`config.mk`:
```
export PLATFORM = sky130hd
export DESIGN_NAME = mem_responder_flat
export DESIGN_NICKNAME = d
export VERILOG_FILES = /design/src/rtl/mem_responder_pkg.sv /design/src/rtl/mem_responder_if.sv /design/src/rtl/mem_responder_byte_lane_unit.sv /design/src/rtl/mem_responder.sv /design/src/flat_wrapper.sv
export SDC_FILE = /design/constraint.sdc
export NUM_CORES = 1
export LEC_CHECK = 0
export ABC_AREA = 1
export BUFFER_PORTS_ARGS = -buffer_cell sky130_fd_sc_hd__buf_2
export CAP_MARGIN = 0
export CORE_ASPECT_RATIO = 0.8
export CORE_MARGIN = 2
export CORE_UTILIZATION = 45
export CTS_CLUSTER_SIZE = 40
export DETAILED_ROUTE_END_ITERATION = 10
export PLACE_DENSITY_LB_ADDON = 0.15
export SLEW_MARGIN = 20
export SYNTH_ARGS = -nofsm -noshare
export SYNTH_HDL_FRONTEND = slang
export SYNTH_SLANG_ARGS = --single-unit
```
`constraint.sdc`:
```
create_clock -name clk -period 1.6 [get_ports clk]
set_input_delay 0.32 -clock clk [delete_from_list [all_inputs] [get_ports clk]]
set_output_delay 0.32 -clock clk [all_outputs]
set_load 0.01 [all_outputs]
```
`src/rtl/mem_responder_pkg.sv`:
```
// Shared definitions for the SRAM memory responder.
// Request codes driven by the CPU controller, responder FSM state encoding,
// the transaction counter width, and small mode-classification helpers.
package mem_responder_pkg;

  typedef enum logic [3:0] {
    IO_NOP = 4'h0,
    IO_LW  = 4'h1,
    IO_LB  = 4'h2,
    IO_SW  = 4'h3,
    IO_SB  = 4'h4
  } io_mode_e;

  typedef enum logic [1:0] {
    MS_IDLE,
    MS_SETUP,
    MS_ACCESS,
    MS_DONE
  } ms_state_e;

  // Wide enough for WAIT_CYCLES-1 with WAIT_CYCLES up to 15.
  localparam int CNT_W = 4;

  // Any code outside the defined set is treated as no request.
  function automatic io_mode_e decode_mode(input logic [3:0] code);
    case (code)
      IO_LW:   return IO_LW;
      IO_LB:   return IO_LB;
      IO_SW:   return IO_SW;
      IO_SB:   return IO_SB;
      default: return IO_NOP;
    endcase
  endfunction

  function automatic logic is_read(input io_mode_e m);
    return (m == IO_LW) || (m == IO_LB);
  endfunction

  function automatic logic is_write(input io_mode_e m);
    return (m == IO_SW) || (m == IO_SB);
  endfunction

endpackage

```
`src/rtl/mem_responder_if.sv`:
```
// CPU-side request/response bus of the memory responder.
//   mem_mode : request code (mem_responder_pkg::io_mode_e values)
//   addr     : byte address          wdata    : store data
//   rdata    : load result           ready    : one-cycle completion pulse
//   addr_err : misaligned word access, pulses with ready
// master = CPU controller/datapath, slave = mem_responder.
interface mem_responder_if;
  logic [3:0]  mem_mode;
  logic [31:0] addr;
  logic [31:0] wdata;
  logic [31:0] rdata;
  logic        ready;
  logic        addr_err;

  modport master (
    output mem_mode, addr, wdata,
    input  rdata, ready, addr_err
  );

  modport slave (
    input  mem_mode, addr, wdata,
    output rdata, ready, addr_err
  );
endinterface

```
`src/rtl/mem_responder_byte_lane_unit.sv`:
```
// Combinational byte-lane steering for a 32-bit little-endian SRAM.
//   mode      : decoded request         addr_lo   : byte offset addr[1:0]
//   wdata     : CPU store data          dq_i      : SRAM read data
//   be_n      : active-low byte enables dq_o      : steered store data
//   load_data : load result (LB sign-extended)
//   misalign  : word access with nonzero byte offset
module byte_lane_unit
  import mem_responder_pkg::*;
(
  input  io_mode_e    mode,
  input  logic [1:0]  addr_lo,
  input  logic [31:0] wdata,
  input  logic [31:0] dq_i,
  output logic [3:0]  be_n,
  output logic [31:0] dq_o,
  output logic [31:0] load_data,
  output logic        misalign
);

  logic [7:0] lane_byte;

  // NOTE: every output gets a default before the case so no path leaves a
  // value unassigned, which would otherwise infer a latch.
  always_comb begin
    lane_byte = dq_i[{addr_lo, 3'b000} +: 8];
    be_n      = 4'hF;
    dq_o      = wdata;
    load_data = dq_i;
    misalign  = 1'b0;
    case (mode)
      IO_LW, IO_SW: begin
        // A misaligned word access still uses the aligned word.
        be_n     = 4'h0;
        misalign = (addr_lo != 2'd0);
      end
      IO_LB: begin
        be_n      = 4'h0;
        load_data = {{24{lane_byte[7]}}, lane_byte};
      end
      IO_SB: begin
        be_n = 4'hF ^ (4'b0001 << addr_lo);
        dq_o = {4{wdata[7:0]}};
      end
      default: ;
    endcase
  end

endmodule

```
`src/rtl/mem_responder.sv`:
```
// Memory-side responder: turns CPU load/store requests into timed accesses
// on an external 32-bit asynchronous SRAM.  One transaction runs
// IDLE -> SETUP -> ACCESS (WAIT_CYCLES cycles) -> DONE, with ready pulsed in
// DONE.  All outputs are registered.
//   clk, rst_n : clock, asynchronous active-low reset
//   bus        : CPU request/response (mem_responder_if.slave)
//   sram_*     : SRAM address, data out/in, bus output enable, and
//                active-low chip/output/write/byte enables
module mem_responder
  import mem_responder_pkg::*;
#(
  parameter int SRAM_AW     = 20,
  parameter int WAIT_CYCLES = 2   // legal range 1..15
) (
  input  logic               clk,
  input  logic               rst_n,
  mem_responder_if.slave     bus,
  output logic [SRAM_AW-1:0] sram_addr,
  input  logic [31:0]        sram_dq_i,
  output logic [31:0]        sram_dq_o,
  output logic               sram_dq_oe,
  output logic               sram_ce_n,
  output logic               sram_oe_n,
  output logic               sram_we_n,
  output logic [3:0]         sram_be_n
);

  localparam logic [CNT_W-1:0] CNT_LOAD = CNT_W'(WAIT_CYCLES - 1);

  ms_state_e           state_q, state_d;
  logic [CNT_W-1:0]    cnt_q, cnt_d;
  io_mode_e            mode_q, mode_d;
  logic [1:0]          addr_lo_q, addr_lo_d;
  logic [31:0]         rdata_q, rdata_d;
  logic                ready_q, ready_d;
  logic                addr_err_q, addr_err_d;
  logic [SRAM_AW-1:0]  sram_addr_q, sram_addr_d;
  logic [31:0]         dq_o_q, dq_o_d;
  logic                dq_oe_q, dq_oe_d;
  logic                ce_n_q, ce_n_d;
  logic                oe_n_q, oe_n_d;
  logic                we_n_q, we_n_d;
  logic [3:0]          be_n_q, be_n_d;

  io_mode_e    req_mode;
  io_mode_e    lane_mode;
  logic [1:0]  lane_addr;
  logic [3:0]  lane_be_n;
  logic [31:0] lane_dq_o;
  logic [31:0] lane_load;
  logic        lane_misalign;
  logic        wr_ok;

  // Address bits above the SRAM window are deliberately ignored.
  logic unused_addr_hi;
  assign unused_addr_hi = ^bus.addr;

  assign req_mode = decode_mode(bus.mem_mode);

  // In IDLE the lane unit looks at the live request (to register the
  // SETUP-cycle outputs); afterwards it looks at the latched request, so
  // requester changes after the IDLE sample have no effect.
  assign lane_mode = (state_q == MS_IDLE) ? req_mode : mode_q;
  assign lane_addr = (state_q == MS_IDLE) ? bus.addr[1:0] : addr_lo_q;

  // Misaligned word stores never touch the SRAM.
  assign wr_ok = is_write(lane_mode) && !lane_misalign;

  byte_lane_unit u_byte_lane (
    .mode      (lane_mode),
    .addr_lo   (lane_addr),
    .wdata     (bus.wdata),
    .dq_i      (sram_dq_i),
    .be_n      (lane_be_n),
    .dq_o      (lane_dq_o),
    .load_data (lane_load),
    .misalign  (lane_misalign)
  );

  // Outputs are registered, so each branch computes the values the pins
  // take in the state being entered.
  always_comb begin
    state_d     = state_q;
    cnt_d       = cnt_q;
    mode_d      = mode_q;
    addr_lo_d   = addr_lo_q;
    rdata_d     = rdata_q;
    ready_d     = 1'b0;
    addr_err_d  = 1'b0;
    sram_addr_d = sram_addr_q;
    dq_o_d      = dq_o_q;
    dq_oe_d     = dq_oe_q;
    ce_n_d      = ce_n_q;
    oe_n_d      = oe_n_q;
    we_n_d      = we_n_q;
    be_n_d      = be_n_q;
    case (state_q)
      MS_IDLE: begin
        if (req_mode != IO_NOP) begin
          state_d     = MS_SETUP;
          mode_d      = req_mode;
          addr_lo_d   = bus.addr[1:0];
          sram_addr_d = bus.addr[SRAM_AW+1:2];
          dq_o_d      = lane_dq_o;
          be_n_d      = lane_be_n;
          ce_n_d      = 1'b0;
          oe_n_d      = !is_read(req_mode);
          dq_oe_d     = wr_ok;
        end
      end
      MS_SETUP: begin
        state_d = MS_ACCESS;
        cnt_d   = CNT_LOAD;
        we_n_d  = !wr_ok;
      end
      MS_ACCESS: begin
        if (cnt_q == '0) begin
          state_d    = MS_DONE;
          ready_d    = 1'b1;
          addr_err_d = lane_misalign;
          we_n_d     = 1'b1;
          oe_n_d     = 1'b1;
          if (is_read(mode_q)) rdata_d = lane_load;
        end else begin
          cnt_d = cnt_q - 1'b1;
        end
      end
      MS_DONE: begin
        // Address and data were held through DONE for write hold time.
        state_d = MS_IDLE;
        ce_n_d  = 1'b1;
        oe_n_d  = 1'b1;
        we_n_d  = 1'b1;
        be_n_d  = 4'hF;
        dq_oe_d = 1'b0;
      end
      default: state_d = MS_IDLE;
    endcase
  end

  // NOTE: state is updated with non-blocking assignments so every flop
  // samples its _d value from before the clock edge.
  always_ff @(posedge clk or negedge rst_n) begin
    if (!rst_n) begin
      state_q     <= MS_IDLE;
      cnt_q       <= '0;
      mode_q      <= IO_NOP;
      addr_lo_q   <= 2'd0;
      rdata_q     <= '0;
      ready_q     <= 1'b0;
      addr_err_q  <= 1'b0;
      sram_addr_q <= '0;
      dq_o_q      <= '0;
      dq_oe_q     <= 1'b0;
      ce_n_q      <= 1'b1;
      oe_n_q      <= 1'b1;
      we_n_q      <= 1'b1;
      be_n_q      <= 4'hF;
    end else begin
      state_q     <= state_d;
      cnt_q       <= cnt_d;
      mode_q      <= mode_d;
      addr_lo_q   <= addr_lo_d;
      rdata_q     <= rdata_d;
      ready_q     <= ready_d;
      addr_err_q  <= addr_err_d;
      sram_addr_q <= sram_addr_d;
      dq_o_q      <= dq_o_d;
      dq_oe_q     <= dq_oe_d;
      ce_n_q      <= ce_n_d;
      oe_n_q      <= oe_n_d;
      we_n_q      <= we_n_d;
      be_n_q      <= be_n_d;
    end
  end

  assign bus.rdata    = rdata_q;
  assign bus.ready    = ready_q;
  assign bus.addr_err = addr_err_q;
  assign sram_addr    = sram_addr_q;
  assign sram_dq_o    = dq_o_q;
  assign sram_dq_oe   = dq_oe_q;
  assign sram_ce_n    = ce_n_q;
  assign sram_oe_n    = oe_n_q;
  assign sram_we_n    = we_n_q;
  assign sram_be_n    = be_n_q;

endmodule
```
`src/flat_wrapper.sv`:
```
// flat-port wrapper written by rule: the top's interface ports become plain ports
module mem_responder_flat import mem_responder_pkg::*;
#(
  parameter int SRAM_AW     = 20,
  parameter int WAIT_CYCLES = 2                       
)
  (clk, rst_n, sram_addr, sram_dq_i, sram_dq_o, sram_dq_oe, sram_ce_n, sram_oe_n, sram_we_n, sram_be_n, bus_mem_mode, bus_addr, bus_wdata, bus_rdata, bus_ready, bus_addr_err);
  mem_responder_if bus_i ();
  input  logic clk;
  input  logic rst_n;
  output logic [SRAM_AW-1:0] sram_addr;
  input  logic [31:0] sram_dq_i;
  output logic [31:0] sram_dq_o;
  output logic sram_dq_oe;
  output logic sram_ce_n;
  output logic sram_oe_n;
  output logic sram_we_n;
  output logic [3:0] sram_be_n;
  input wire logic [$bits(bus_i.mem_mode)-1:0] bus_mem_mode;
  input wire logic [$bits(bus_i.addr)-1:0] bus_addr;
  input wire logic [$bits(bus_i.wdata)-1:0] bus_wdata;
  output wire logic [$bits(bus_i.rdata)-1:0] bus_rdata;
  output wire logic [$bits(bus_i.ready)-1:0] bus_ready;
  output wire logic [$bits(bus_i.addr_err)-1:0] bus_addr_err;
  assign bus_i.mem_mode = bus_mem_mode;
  assign bus_i.addr = bus_addr;
  assign bus_i.wdata = bus_wdata;
  assign bus_rdata = bus_i.rdata;
  assign bus_ready = bus_i.ready;
  assign bus_addr_err = bus_i.addr_err;
  mem_responder #(.SRAM_AW(SRAM_AW), .WAIT_CYCLES(WAIT_CYCLES)) u_core (.clk(clk), .rst_n(rst_n), .bus(bus_i), .sram_addr(sram_addr), .sram_dq_i(sram_dq_i), .sram_dq_o(sram_dq_o), .sram_dq_oe(sram_dq_oe), .sram_ce_n(sram_ce_n), .sram_oe_n(sram_oe_n), .sram_we_n(sram_we_n), .sram_be_n(sram_be_n));
endmodule
```
==> results.md <==
* Clk_skew at around 8.4 ps
* Die W at ~130 um
* CP max FO at 12
* Final instance area at roughly 7500 um2
* Post-synth ARST share at 1.00
* Post-layout util at 0.656
* Largest family of logic cells by synthesized area: simple AND/OR/NAND/NOR gates
* Vias post-DR at 5512
* Compound-Gate Fraction of Synth Area at 0.0275
* Fin crit share at 1.05
* Mapped Cells at about 740
* Worst setup path start: u_core.state_q[0]$_DFFE_PN0P_
* Met2 usage at 0.380
* Largest net degree at the start of global routing at 55
* Clock tree buffer depth at 2
* Slew Limit Fails at 0
* Die area at about 13000 um2
* Final net count at approximately 1.1k
* CTS clk-pin slew, worst paths at 70 ps
* Failing checks: negative setup slack
* Simple-gate share of the synthesized area at 0.405
* Commonest cells in the netlist: 491 x nand2_1, 98 x dfrtp_1, 24 x nor2_1
* Post-synthesis cell type count at 29
* Antenna Nets Post-Route at 0
* Routed WL at 16100 um
* Worst Hold Class: primary input to register
* Adder-Cell Fraction of Synth Area at 0.0166
* I/O Pins at ~200
* CTS tree: yes
* Fraction of layout cells with a size suffix above 1 at 0.345
* Global-route wire length before repair at about 24000 um
* N_diodes at 0
* Worst slew pin tran at 337 ps
* Starting Density at 0.461
* Routability cong. at 0.895
* CTS root buf: clkbuf_16
* Setup TNS at -3050 ps
* Mapped Nets at 848
* Syn Std Cell Area at roughly 5300 um2
* H-tree depth at 3
* Total Routing Usage GR at 0.237
* Core Area at between 10000 and 15000 um2
* Flop and latch count out of synthesis at between 100 and 150
* Crit. End Element: register
* Reg-to-reg slack, setup at -80 ps
* Hold_sp: bus_addr[11]
* Crit-path cells: inv_2, ha_4, buf_8, nand2_4, nand2_8, nand3_4, buf_6, nand2_1, nand2_1, nand2_1, nand2_1
* Bufs and invs on worst path at 3
* R2R cell count at 11
* Synthesis warning total at 0
* Ranking of synthesized cells by area: dfrtp_1 46%, nand2_1 35%, dfstp_2 3.5%
* FP Rows at 35
* Worst path top cell family by delay: simple AND/OR/NAND/NOR gates
* RSZ-0062 raised after global routing: true
* Worst path arrival time at 1920 ps
* Slowest stage cell, crit path: dfrtp_1
* DP HPWL at between 10000 and 15000 um
* Post-synth top area share at 0.464
* DRT Pass-1 Iters at 4
* Post-DP Area at roughly 6600 um2
* Tot Pwr at 15.9 mW
* Most used DFF post-synth: dfrtp_1
* Port buffer count at ~190
* Slew margin rel. at 0.773
* Min Tclk post-route at ~1700 ps
* Vias in the first global route at roughly 5.1k
* Post-synth EDFFs at 0
* Critical path's most frequent cell: nand2_1
* Total grt overflow at 0
* Count leader, synth: nand2_1
* Crit path kind: register to register
* Dominant cell type by area after synthesis: dfrtp_1
* Cts bufs inserted at 9
* Critical Path End: u_core.sram_dq_o[17]$_DFFE_PN0P_
* DIE HEIGHT at just over 100 um
* Area Growth Syn to Fin at 42.4%
* Post-synthesis mux area share at 0
* WL/cell at ~14 um
* CP Depth at 11
* Nature of the critical path startpoint: register
* Worst VDD drop at 0.000911 V
* Max frequency at slightly below 600 MHz
* Iter 0 DRT Violations at approximately 370
* Power Dens Cells at approximately 2100 nW/um2
* Xor and xnor fraction of the mapped netlist area at 0
* Max cap viols at 0
* Clock Latency Late Sink at 340 ps
* Pleak at ~4.3 nW
* Part of the Yosys area used for sequential elements at 0.499
* Vias per cell at around 4.9
* Setup ws final at -80.2 ps
* Final setup fails at between 60 and 70
* R2R Path End: u_core.sram_dq_o[17]$_DFFE_PN0P_
* Post-route DRC violation count at 0
* Outcome: finished with violations
* FF-to-FF Start: u_core.state_q[0]$_DFFE_PN0P_
* Crit path required time at between 1500 and 2000 ps
* Global route hottest layer: met2
* Final hold slack at roughly 160 ps
* Final Hold Fails at 0
* Initial antenna violation count at 0
* M1 GR Usage at 0.325
* CTS Sinks at about 110
* Mean Syn Cell Area at 7.15 um2
* Met3 Use GR at 0.0557
* Slowest stage delay, CP at slightly below 400 ps
layout make-up:
cell class / count / area, um2
Clock buffer: 10 / 229
Inverter: 26 / 113
Sequential cell: 105 / 2640
Tap cell: 148 / 185
Multi-Input combinational cell: 579 / 2700
Clock inverter: 6 / 67.6
Timing Repair Buffer: 242 / 1600
Fill cell: 1022 / 3950
sequential cells by signal (all words and copies together) (netlist names):
signal	cells
u_core.bus.ready	1
u_core.sram_dq_o	32
u_core.bus.addr_err	1
u_core.sram_we_n	1
u_core.sram_dq_oe	1
u_core.sram_ce_n	1
u_core.addr_lo_q	2
u_core.mode_q	3
u_core.sram_be_n	4
u_core.bus.rdata	32
u_core.cnt_q	4
u_core.state_q	2
u_core.sram_addr	20
u_core.sram_oe_n	1
what timing repair did:
action,4_1_cts,5_1_grt
hold buffers,1,0
pin swaps,9,17
resized for setup,45,60
endpoints found under the hold margin,4,0
endpoints found under the setup margin,63,94
buffers inserted,3,2
cloned,1,6
metal layers:
layer | wire length [um] | up-vias
li1 | - | 2688
met1 | 7120 | 2585
met2 | 7480 | 215
met3 | 1220 | 24
met4 | 281 | 0
met5 | 0 | -
where the power goes:
| group | total, mW | internal [mW] | switching (mW) |
|---|---|---|---|
| Clock | 2.24 | 1.22 | 1.02 |
| Sequential | 4.57 | 3.90 | 0.662 |
| Combinational | 9.05 | 3.79 | 5.26 |
| Total | 15.9 | 8.92 | 6.94 |
worst min-delay path, stage by stage:
cell	delay, ps
buf_2	70
nand2_1	40
nand2_1	40
through the flow:
| stage | std cells | setup slack, ps |
|---|---|---|
| 3_5_place_dp | 1087 | -116 |
| 2_1_floorplan | 739 | 5.12 |
| 5_1_grt | 1116 | -204 |
| 4_1_cts | 1108 | -51.3 |
| 3_3_place_gp | 1087 | -91.7 |
| 6_report | 1116 | -80.2 |
cells in the final DEF, fill, tap and decap left out, drive strengths merged:
| master | synthesis | layout |
|---|---|---|
| nand2 | 501 | 501 |
| o22ai | 1 | 1 |
| o21ai | 19 | 19 |
| inv | 25 | 27 |
| dfstp | 7 | 7 |
| a22o | 1 | 1 |
| buf | 20 | 236 |
| dlygate4sd3 | 0 | 1 |
| nand4 | 1 | 1 |
| nor2 | 26 | 26 |
| nor3b | 1 | 1 |
| a21oi | 2 | 2 |
| nand3 | 15 | 15 |
| clkbuf | 9 | 15 |
| clkinvlp | 0 | 2 |
| bufinv | 0 | 1 |
| clkinv | 1 | 2 |
| dfrtp | 98 | 98 |
| a31oi | 1 | 1 |
| o21a | 1 | 1 |
| a21o | 1 | 1 |
| nor3 | 2 | 2 |
| ha | 7 | 7 |
logic make-up after synthesis:
group,after synthesis
AND/OR/NAND/NOR,546
flip-flops,105
buffers and inverters,55
AO/OA/AOI/OAI,26
adder cells (fa/ha/maj),7
how the worst min path moves through the flow:
stage	end	depth (start not counted)	slack [ps]
after detailed placement	u_core.bus.rdata[22]$_DFFE_PN0P_	1	140
final	u_core.sram_addr[9]$_DFFE_PN0P_	3	160
after floorplan	u_core.addr_lo_q[0]$_DFFE_PN0P_	0	20
after global routing	u_core.sram_addr[15]$_DFFE_PN0P_	3	160
after CTS	u_core.sram_addr[11]$_DFFE_PN0P_	3	160
after global placement	u_core.bus.rdata[18]$_DFFE_PN0P_	1	140
Note: power is estimated with default switching activity, not from simulation.
